`src/rtl/bldc_commutator.sv`:
```
// Six-step BLDC commutator: filtered hall decode, edge-aligned high-side PWM,
// per-phase dead-time, sticky invalid-hall fault and hall-edge period measurement.
module bldc_commutator #(
  parameter int unsigned PWM_WIDTH   = 8,
  parameter int unsigned PRESCALE    = 1,
  parameter int unsigned DEADTIME    = 4,
  parameter int unsigned HALL_FILTER = 3,
  parameter int unsigned COUNT_WIDTH = 16
) (
  input  logic                   CLK,
  input  logic                   RST,
  input  logic                   EN,
  input  logic                   DIR,
  input  logic [PWM_WIDTH-1:0]   DUTY,
  input  logic [2:0]             H,
  input  logic                   FAULT_CLR,
  output logic [1:0]             A,
  output logic [1:0]             B,
  output logic [1:0]             C,
  output logic                   FAULT,
  output logic [COUNT_WIDTH-1:0] EDGE_CNT,
  output logic [COUNT_WIDTH-1:0] PERIOD,
  output logic                   STALL
);
  localparam int unsigned PsW = (PRESCALE > 1) ? $clog2(PRESCALE) : 1;
  localparam int unsigned HfW = $clog2(HALL_FILTER + 1);
  localparam int unsigned DtW = $clog2(DEADTIME + 1);
  localparam logic [DtW-1:0] DtMax = DtW'(DEADTIME);

  // PWM timebase
  logic [PsW-1:0]       ps_q;
  logic [PWM_WIDTH-1:0] cnt_q, shadow_q;
  logic                 tick, pwm_on;

  assign tick   = (ps_q == PsW'(PRESCALE - 1));
  assign pwm_on = (cnt_q < shadow_q);

  always_ff @(posedge CLK) begin
    if (RST) begin
      ps_q     <= '0;
      cnt_q    <= '0;
      shadow_q <= '0;
    end else begin
      ps_q <= tick ? '0 : ps_q + 1'b1;
      if (tick) begin
        cnt_q <= cnt_q + 1'b1;
        if (cnt_q == '1) shadow_q <= DUTY;
      end
    end
  end

  // Hall filter, fault latch and speed measurement
  logic [2:0]             h_s_q, hall_q;
  logic [HfW-1:0]         stab_q;
  logic                   fault_q;
  logic [COUNT_WIDTH-1:0] edge_q, period_q, run_q;
  logic                   accept, new_bad, cur_bad;

  assign accept  = (stab_q == HfW'(HALL_FILTER)) && (h_s_q != hall_q);
  assign new_bad = (h_s_q == 3'b000) || (h_s_q == 3'b111);
  assign cur_bad = (hall_q == 3'b000) || (hall_q == 3'b111);

  always_ff @(posedge CLK) begin
    if (RST) begin
      h_s_q    <= 3'b000;
      stab_q   <= '0;
      hall_q   <= 3'b000;
      fault_q  <= 1'b0;
      edge_q   <= '0;
      period_q <= '1;
      run_q    <= '0;
    end else begin
      h_s_q <= H;
      // stab_q counts consecutive identical samples ending with h_s_q
      if (H != h_s_q) stab_q <= HfW'(1);
      else if (stab_q != HfW'(HALL_FILTER)) stab_q <= stab_q + 1'b1;

      if (accept) begin
        hall_q   <= h_s_q;
        edge_q   <= edge_q + 1'b1;
        period_q <= run_q;
        run_q    <= '0;
      end else if (run_q != '1) begin
        run_q <= run_q + 1'b1;
      end

      if (accept && new_bad) fault_q <= 1'b1;
      else if (FAULT_CLR && !cur_bad) fault_q <= 1'b0;
    end
  end

  // Commutation table and gate requests (select vectors are one-hot {C,B,A})
  logic [2:0] fwd_hi, fwd_lo, hi_sel, lo_sel, req_hi, req_lo;
  logic       drive;

  always_comb begin
    fwd_hi = 3'b000;
    fwd_lo = 3'b000;
    case (hall_q)
      3'b101:  begin fwd_hi = 3'b001; fwd_lo = 3'b010; end
      3'b100:  begin fwd_hi = 3'b001; fwd_lo = 3'b100; end
      3'b110:  begin fwd_hi = 3'b010; fwd_lo = 3'b100; end
      3'b010:  begin fwd_hi = 3'b010; fwd_lo = 3'b001; end
      3'b011:  begin fwd_hi = 3'b100; fwd_lo = 3'b001; end
      3'b001:  begin fwd_hi = 3'b100; fwd_lo = 3'b010; end
      default: ;
    endcase
    hi_sel = DIR ? fwd_lo : fwd_hi;
    lo_sel = DIR ? fwd_hi : fwd_lo;
    drive  = EN & ~fault_q;
    req_hi = drive ? (hi_sel & {3{pwm_on}}) : 3'b000;
    req_lo = drive ? lo_sel : 3'b000;
  end

  // Dead-time: off counters hold how many cycles each gate has been off, saturating
  logic [2:0]          hi_q, lo_q, hi_d, lo_d;
  logic [2:0][DtW-1:0] hi_off_q, lo_off_q, hi_off_d, lo_off_d;

  always_comb begin
    hi_d     = 3'b000;
    lo_d     = 3'b000;
    hi_off_d = hi_off_q;
    lo_off_d = lo_off_q;
    for (int i = 0; i < 3; i++) begin
      hi_d[i] = req_hi[i] && (lo_off_q[i] == DtMax);
      lo_d[i] = req_lo[i] && (hi_off_q[i] == DtMax);
      if (hi_d[i])                    hi_off_d[i] = '0;
      else if (hi_off_q[i] != DtMax)  hi_off_d[i] = hi_off_q[i] + 1'b1;
      if (lo_d[i])                    lo_off_d[i] = '0;
      else if (lo_off_q[i] != DtMax)  lo_off_d[i] = lo_off_q[i] + 1'b1;
    end
  end

  always_ff @(posedge CLK) begin
    if (RST) begin
      hi_q     <= 3'b000;
      lo_q     <= 3'b000;
      hi_off_q <= '0;
      lo_off_q <= '0;
    end else begin
      hi_q     <= hi_d;
      lo_q     <= lo_d;
      hi_off_q <= hi_off_d;
      lo_off_q <= lo_off_d;
    end
  end

  // Fault and reset blank the gates without waiting for the registered path
  logic gate_en;
  assign gate_en = ~fault_q & ~RST;

  assign A        = {hi_q[0], lo_q[0]} & {2{gate_en}};
  assign B        = {hi_q[1], lo_q[1]} & {2{gate_en}};
  assign C        = {hi_q[2], lo_q[2]} & {2{gate_en}};
  assign FAULT    = fault_q;
  assign EDGE_CNT = edge_q;
  assign PERIOD   = period_q;
  assign STALL    = (run_q == '1);

endmodule

```
`config.mk`:
```
export PLATFORM = sky130hd
export DESIGN_NAME = bldc_commutator
export DESIGN_NICKNAME = d
export VERILOG_FILES = /design/src/rtl/bldc_commutator.sv
export SDC_FILE = /design/constraint.sdc
export NUM_CORES = 1
export LEC_CHECK = 0
export CAP_MARGIN = 20
export CORE_MARGIN = 4
export CORE_UTILIZATION = 50
export CTS_CLUSTER_SIZE = 25
export DETAILED_ROUTE_END_ITERATION = 16
export GPL_TIMING_DRIVEN = 0
export MAX_ROUTING_LAYER = met4
export PLACE_DENSITY_LB_ADDON = 0.3
export SETUP_SLACK_MARGIN = 0.1
export SLEW_MARGIN = 5
export SYNTH_ARGS = -nofsm -noshare
export SYNTH_HDL_FRONTEND = slang
export SYNTH_SLANG_ARGS = --single-unit
```
`constraint.sdc`:
```
create_clock -name CLK -period 1.7 [get_ports CLK]
set_input_delay 0.34 -clock CLK [delete_from_list [all_inputs] [get_ports CLK]]
set_output_delay 0.34 -clock CLK [all_outputs]
set_load 0.02 [all_outputs]
```
Word-level counts from Yosys, hierarchy flattened --
Index checks and enable logic that the tools add are counted. W data, S select, Z words.
Storage, ports and cells: flip-flop bits (word level) 98, output and inout port bits 40, logic and storage cells 109
Operators by class: add/sub/neg operators 11, order comparisons 1, equal/unequal tests 27, multiplexer cells 10, bitwise logic cells 9, reductions and logical operators 32
Operators by type and width (count):
- $eq A3 B3 Y1 const B | 11
- $add A16 B1 Y16 const B | 2
- $reduce_or A2 Y1 | 15
- $add A3 B1 Y3 const B | 6
- $ne A3 B3 Y1 const B | 6
- $pmux W3 S3 | 2
- $eq A16 B16 Y1 const B | 1
- $ne A16 B16 Y1 const B | 1
- $mux W3 | 4
- $logic_and A1 B1 Y1 | 9
- $add A8 B1 Y8 const B | 1
- $eq A8 B8 Y1 const B | 1
- $lt A8 B8 Y1 | 1
- $and A2 B2 Y2 | 3
- $eq A3 B2 Y1 const B | 2
- $logic_not A3 Y1 | 2
- $ne A3 B3 Y1 | 2
- $mux W1 | 4
- $reduce_bool A2 Y1 | 2
- $and A3 B3 Y3 | 1
- $eq A3 B1 Y1 const B | 1
- $not A1 Y1 | 3
- $add A2 B1 Y2 const B | 1
- $and A1 B1 Y1 | 2
- 6 further kinds | 7

Logic depth before layout (Yosys ltp) --
depth in word-level cells 8, mapped depth 7, depth with buffers taken out 7

Worst setup path before layout --
Ideal clock, no wire load.
path kind register to output, start register run_q[0], end output STALL, arrival time 1.495 ns, data required time 1.360 ns, slack -0.135 ns, stages on the path, launching flop included 4, buffers on the path 0, cells stage by stage dfxtp_1 ha_1 nand4_1 nor4_1
Between the ends: longest elaborated chain between the ends 1
RTL lines:
- start: declaration | line 56 | logic [COUNT_WIDTH-1:0] edge_q, period_q, run_q;
- start signal: assignment | line 84 | run_q <= run_q + 1'b1;
- $eq A16 B16 Y1 | line 158 | assign STALL = (run_q == '1);
- end: declaration | line 23 | output logic STALL
No other way between the ends.

Worst setup path in the final report --
start register run_q[1], end register run_q[12]
Between the ends: longest elaborated chain between the ends 1
RTL lines (line):
- $add A16 B1 Y16 / $ne A16 B16 Y1 (equally long branches) | 84, 83
Several ways; a longest one is shown, not always the timed one. A chain may end at the register's enable or synchronous reset.

==> key figures <==
Layout
  • Layout area overhead: 42.1%
  • Most frequent cells in the layout: 61 x dfxtp_1, 54 x nand2_1, 43 x nor2_1, 34 x dlygate4sd2_1, 28 x buf_4
  • Share of layout cells above drive strength 1: 0.293
  • Diode count: 0
  • Final nets: 648
  • Post-route insts no fill: 722
  • Most common cell after layout, fill and taps aside: dfxtp_1
  • Layout Utilization: 0.728

Clock network
  • TritonCTS Sinks: 98
  • CTS H-tree lvls: 3
  • Clk root buf: clkbuf_8
  • CTS tree: yes
  • Cts hold-fix bufs: 0
  • Clk pin slew, worst setup/hold paths: 90 ps
  • Worst-skew pair later-pin latency: 360 ps
  • Clock Path Buffers: 2
  • Total CTS buffers: 9

Worst setup path
  • Worst EP arrival: 2100 ps
  • Flop2flop setup slack: -160 ps
  • Crit end category: register
  • CP Launch Type: register
  • Critical path fanouts, max: 5
  • Req. time, crit path: 1940 ps
  • Critical setup path kind: register to register

Detailed routing
  • Post-route DRC: 0
  • Via count: 4074
  • WL final: 12200 microns
  • Avg Vias per Cell: 5.64
  • DRT antenna net count: 0
  • DR WL/cell: 16.9 microns
  • Initial DRC Count: 158
  • Drt first pass iters: 5

Timing
  • Final hold slack: 479 ps
  • Crit path time final: 1860 ps
  • Crit share post-route: 1.10
  • Finish-stage setup viols: 14
  • Final hold vios: 0
  • Fin worst setup slack: -165 ps
  • FMAX: 0.536 GHz
  • Setup TNS: -1110 ps
  • Setup Skew: 12.3 ps
  • Worst slew pin tran: 724 ps
  • Slew headroom: 0.518
  • Max-slew violations: 0
  • RSZ-0062 raised after global routing: yes

GRT
  • First-pass GRT wire length: 17800 microns
  • GRT Overall Usage: 0.218
  • Vias in the first global route: 3902
  • Pin count of the biggest net entering global routing: 17
  • Grt ovf: 0
  • Initial antenna violation count: 0

Die
  • Row count: 34
  • Die ar.: 10500 sq um
  • Core area: 8720 sq um
  • Die width: 103 microns
  • Initial core utilization: 0.512
  • Die H: 103 microns
  • I/O Pins: 56

Synthesis
  • Ys flop type: dfxtp_1
  • Number of library cell types mapped by synthesis: 47
  • Cell area after synthesis: 4470 sq um
  • Asr flop ratio synth: 0
  • Mean Syn Cell Area: 8.76 sq um
  • Flops & latches, synth: 98
  • YS warnings: 0
  • Synthesized instance count: 510
  • Sequential share of the synthesized area: 0.439
  • Syn Nets: 549
  • Post-synth EDFFs: 0

Outcome
  • Failing checks: setup timing
  • Status: finished, violations left

Power
  • Clk network pwr share: 0.376
  • Power share of the combinational group: 0.106
  • Max VDD drop: 0.000405 V
  • Internal power: 3.57 mW
  • Switch Pwr: 1.15 mW
  • Switching Fraction: 0.244
  • Sequential power share: 0.518
  • P_leak: 2.53 nW
  • Pwr Density: 744 nW/um^2

Place
  • PortBufs: 55
  • GP Congestion: 0.823
  • Final HPWL DP: 7160 microns
  • Place WS: -912 ps
  • Inst Count DP: 673

Min path
  • Hold Path Class: register to register

Flow run
  • Max Cap Violations: 0
cells in the mapped netlist (11+ instances only):
cell      count  area, sq um
dfxtp_1      98         1960
nand2_1      61          229
nor2_1       44          165
nand3_1      33          165
xnor2_1      27          236
inv_1        24         90.1
ha_1         23          288
nor3_1       22          110
mux2i_1      17          170
a21oi_1      16         80.1
xor2_1       14          123
nand3b_1     12         90.1
clkbuf_1     11         41.3
routing by layer:
| metal | routed length (microns) | vias to the layer above | GRT usage | share of wire |
|---|---|---|---|---|
| met3 | 630 | 33 | 0.0501 | 0.052 |
| met5 | 0 | - | - | 0 |
| li1 | - | 1942 | - | - |
| met4 | 381 | 0 | 0.0696 | 0.031 |
| met1 | 5000 | 1957 | 0.260 | 0.41 |
| met2 | 6190 | 142 | 0.365 | 0.51 |
per-stage QoR:
stage,area (sq um),power [mW]
floorplan,4520,2.77
global placement,5200,2.87
detailed placement,5200,2.90
CTS,5870,4.68
global route,6350,4.91
finish,6350,4.72
critical path: stages, from the launching register on:
cell	delay [ps]
dfxtp_4	370
ha_4	150
nand4_1	160
buf_6	180
nor2_1	310
nand3_2	180
a311oi_1	310
a211oi_1	90
power by group through the flow:
stage | clock network, mW | registers (mW) | logic (mW)
after floorplan | 0 | 2.50 | 0.271
after global placement | 0 | 2.50 | 0.367
after detailed placement | 0 | 2.51 | 0.396
after CTS | 1.79 | 2.44 | 0.443
after global routing | 1.90 | 2.46 | 0.553
final | 1.78 | 2.45 | 0.500
flip-flops by register name, indices dropped and copies added, names as in the netlist:
name and cells:
hi_off_q 9, lo_off_q 9, stab_q 2, cnt_q 8
FAULT 1, hall_q 3, run_q 16, shadow_q 8
h_s_q 3, ps_q 1, lo_q 3, PERIOD 16
EDGE_CNT 16, hi_q 3
cell families (layout without fill, tap and decap cells):
family,Yosys count,in the layout,synth area share
buf+inv,44,148,0.0381
xor+xnor,41,41,0.0804
flops,98,98,0.439
mux,17,17,0.0381
simple gates,237,237,0.270
compound gates,49,49,0.0692
fa+ha+maj,23,23,0.0644
other cells,1,1,0.000840
repair_timing:
item / 4_1_cts / 5_1_grt
resized for setup: 149 / 98
buffers inserted: 21 / 12
pin swaps: 24 / 33
setup endpoints to repair: 116 / 69
cloned: 1 / 0
path summary, 6_finish.rpt:
check	from	end	depth (start not counted)
max	run_q[1]$_SDFFE_PP0N_	run_q[12]$_SDFFE_PP0N_	7
min	PERIOD[2]$_SDFFE_PP1P_	PERIOD[2]$_SDFFE_PP1P_	2
max reg2reg	run_q[1]$_SDFFE_PP0N_	run_q[12]$_SDFFE_PP0N_	7
min reg2reg	PERIOD[2]$_SDFFE_PP1P_	PERIOD[2]$_SDFFE_PP1P_	2
area by class of cell:
cell class	count	area [sq um]
multi-input combinational	368	2870
fill	572	2370
sequential	98	2040
timing repair buffer	88	816
clock buffer	11	163
buffer	19	150
tap	108	135
inverter	25	93.8
clock inverter	5	80.1
Power figures use the tool's default switching activity.
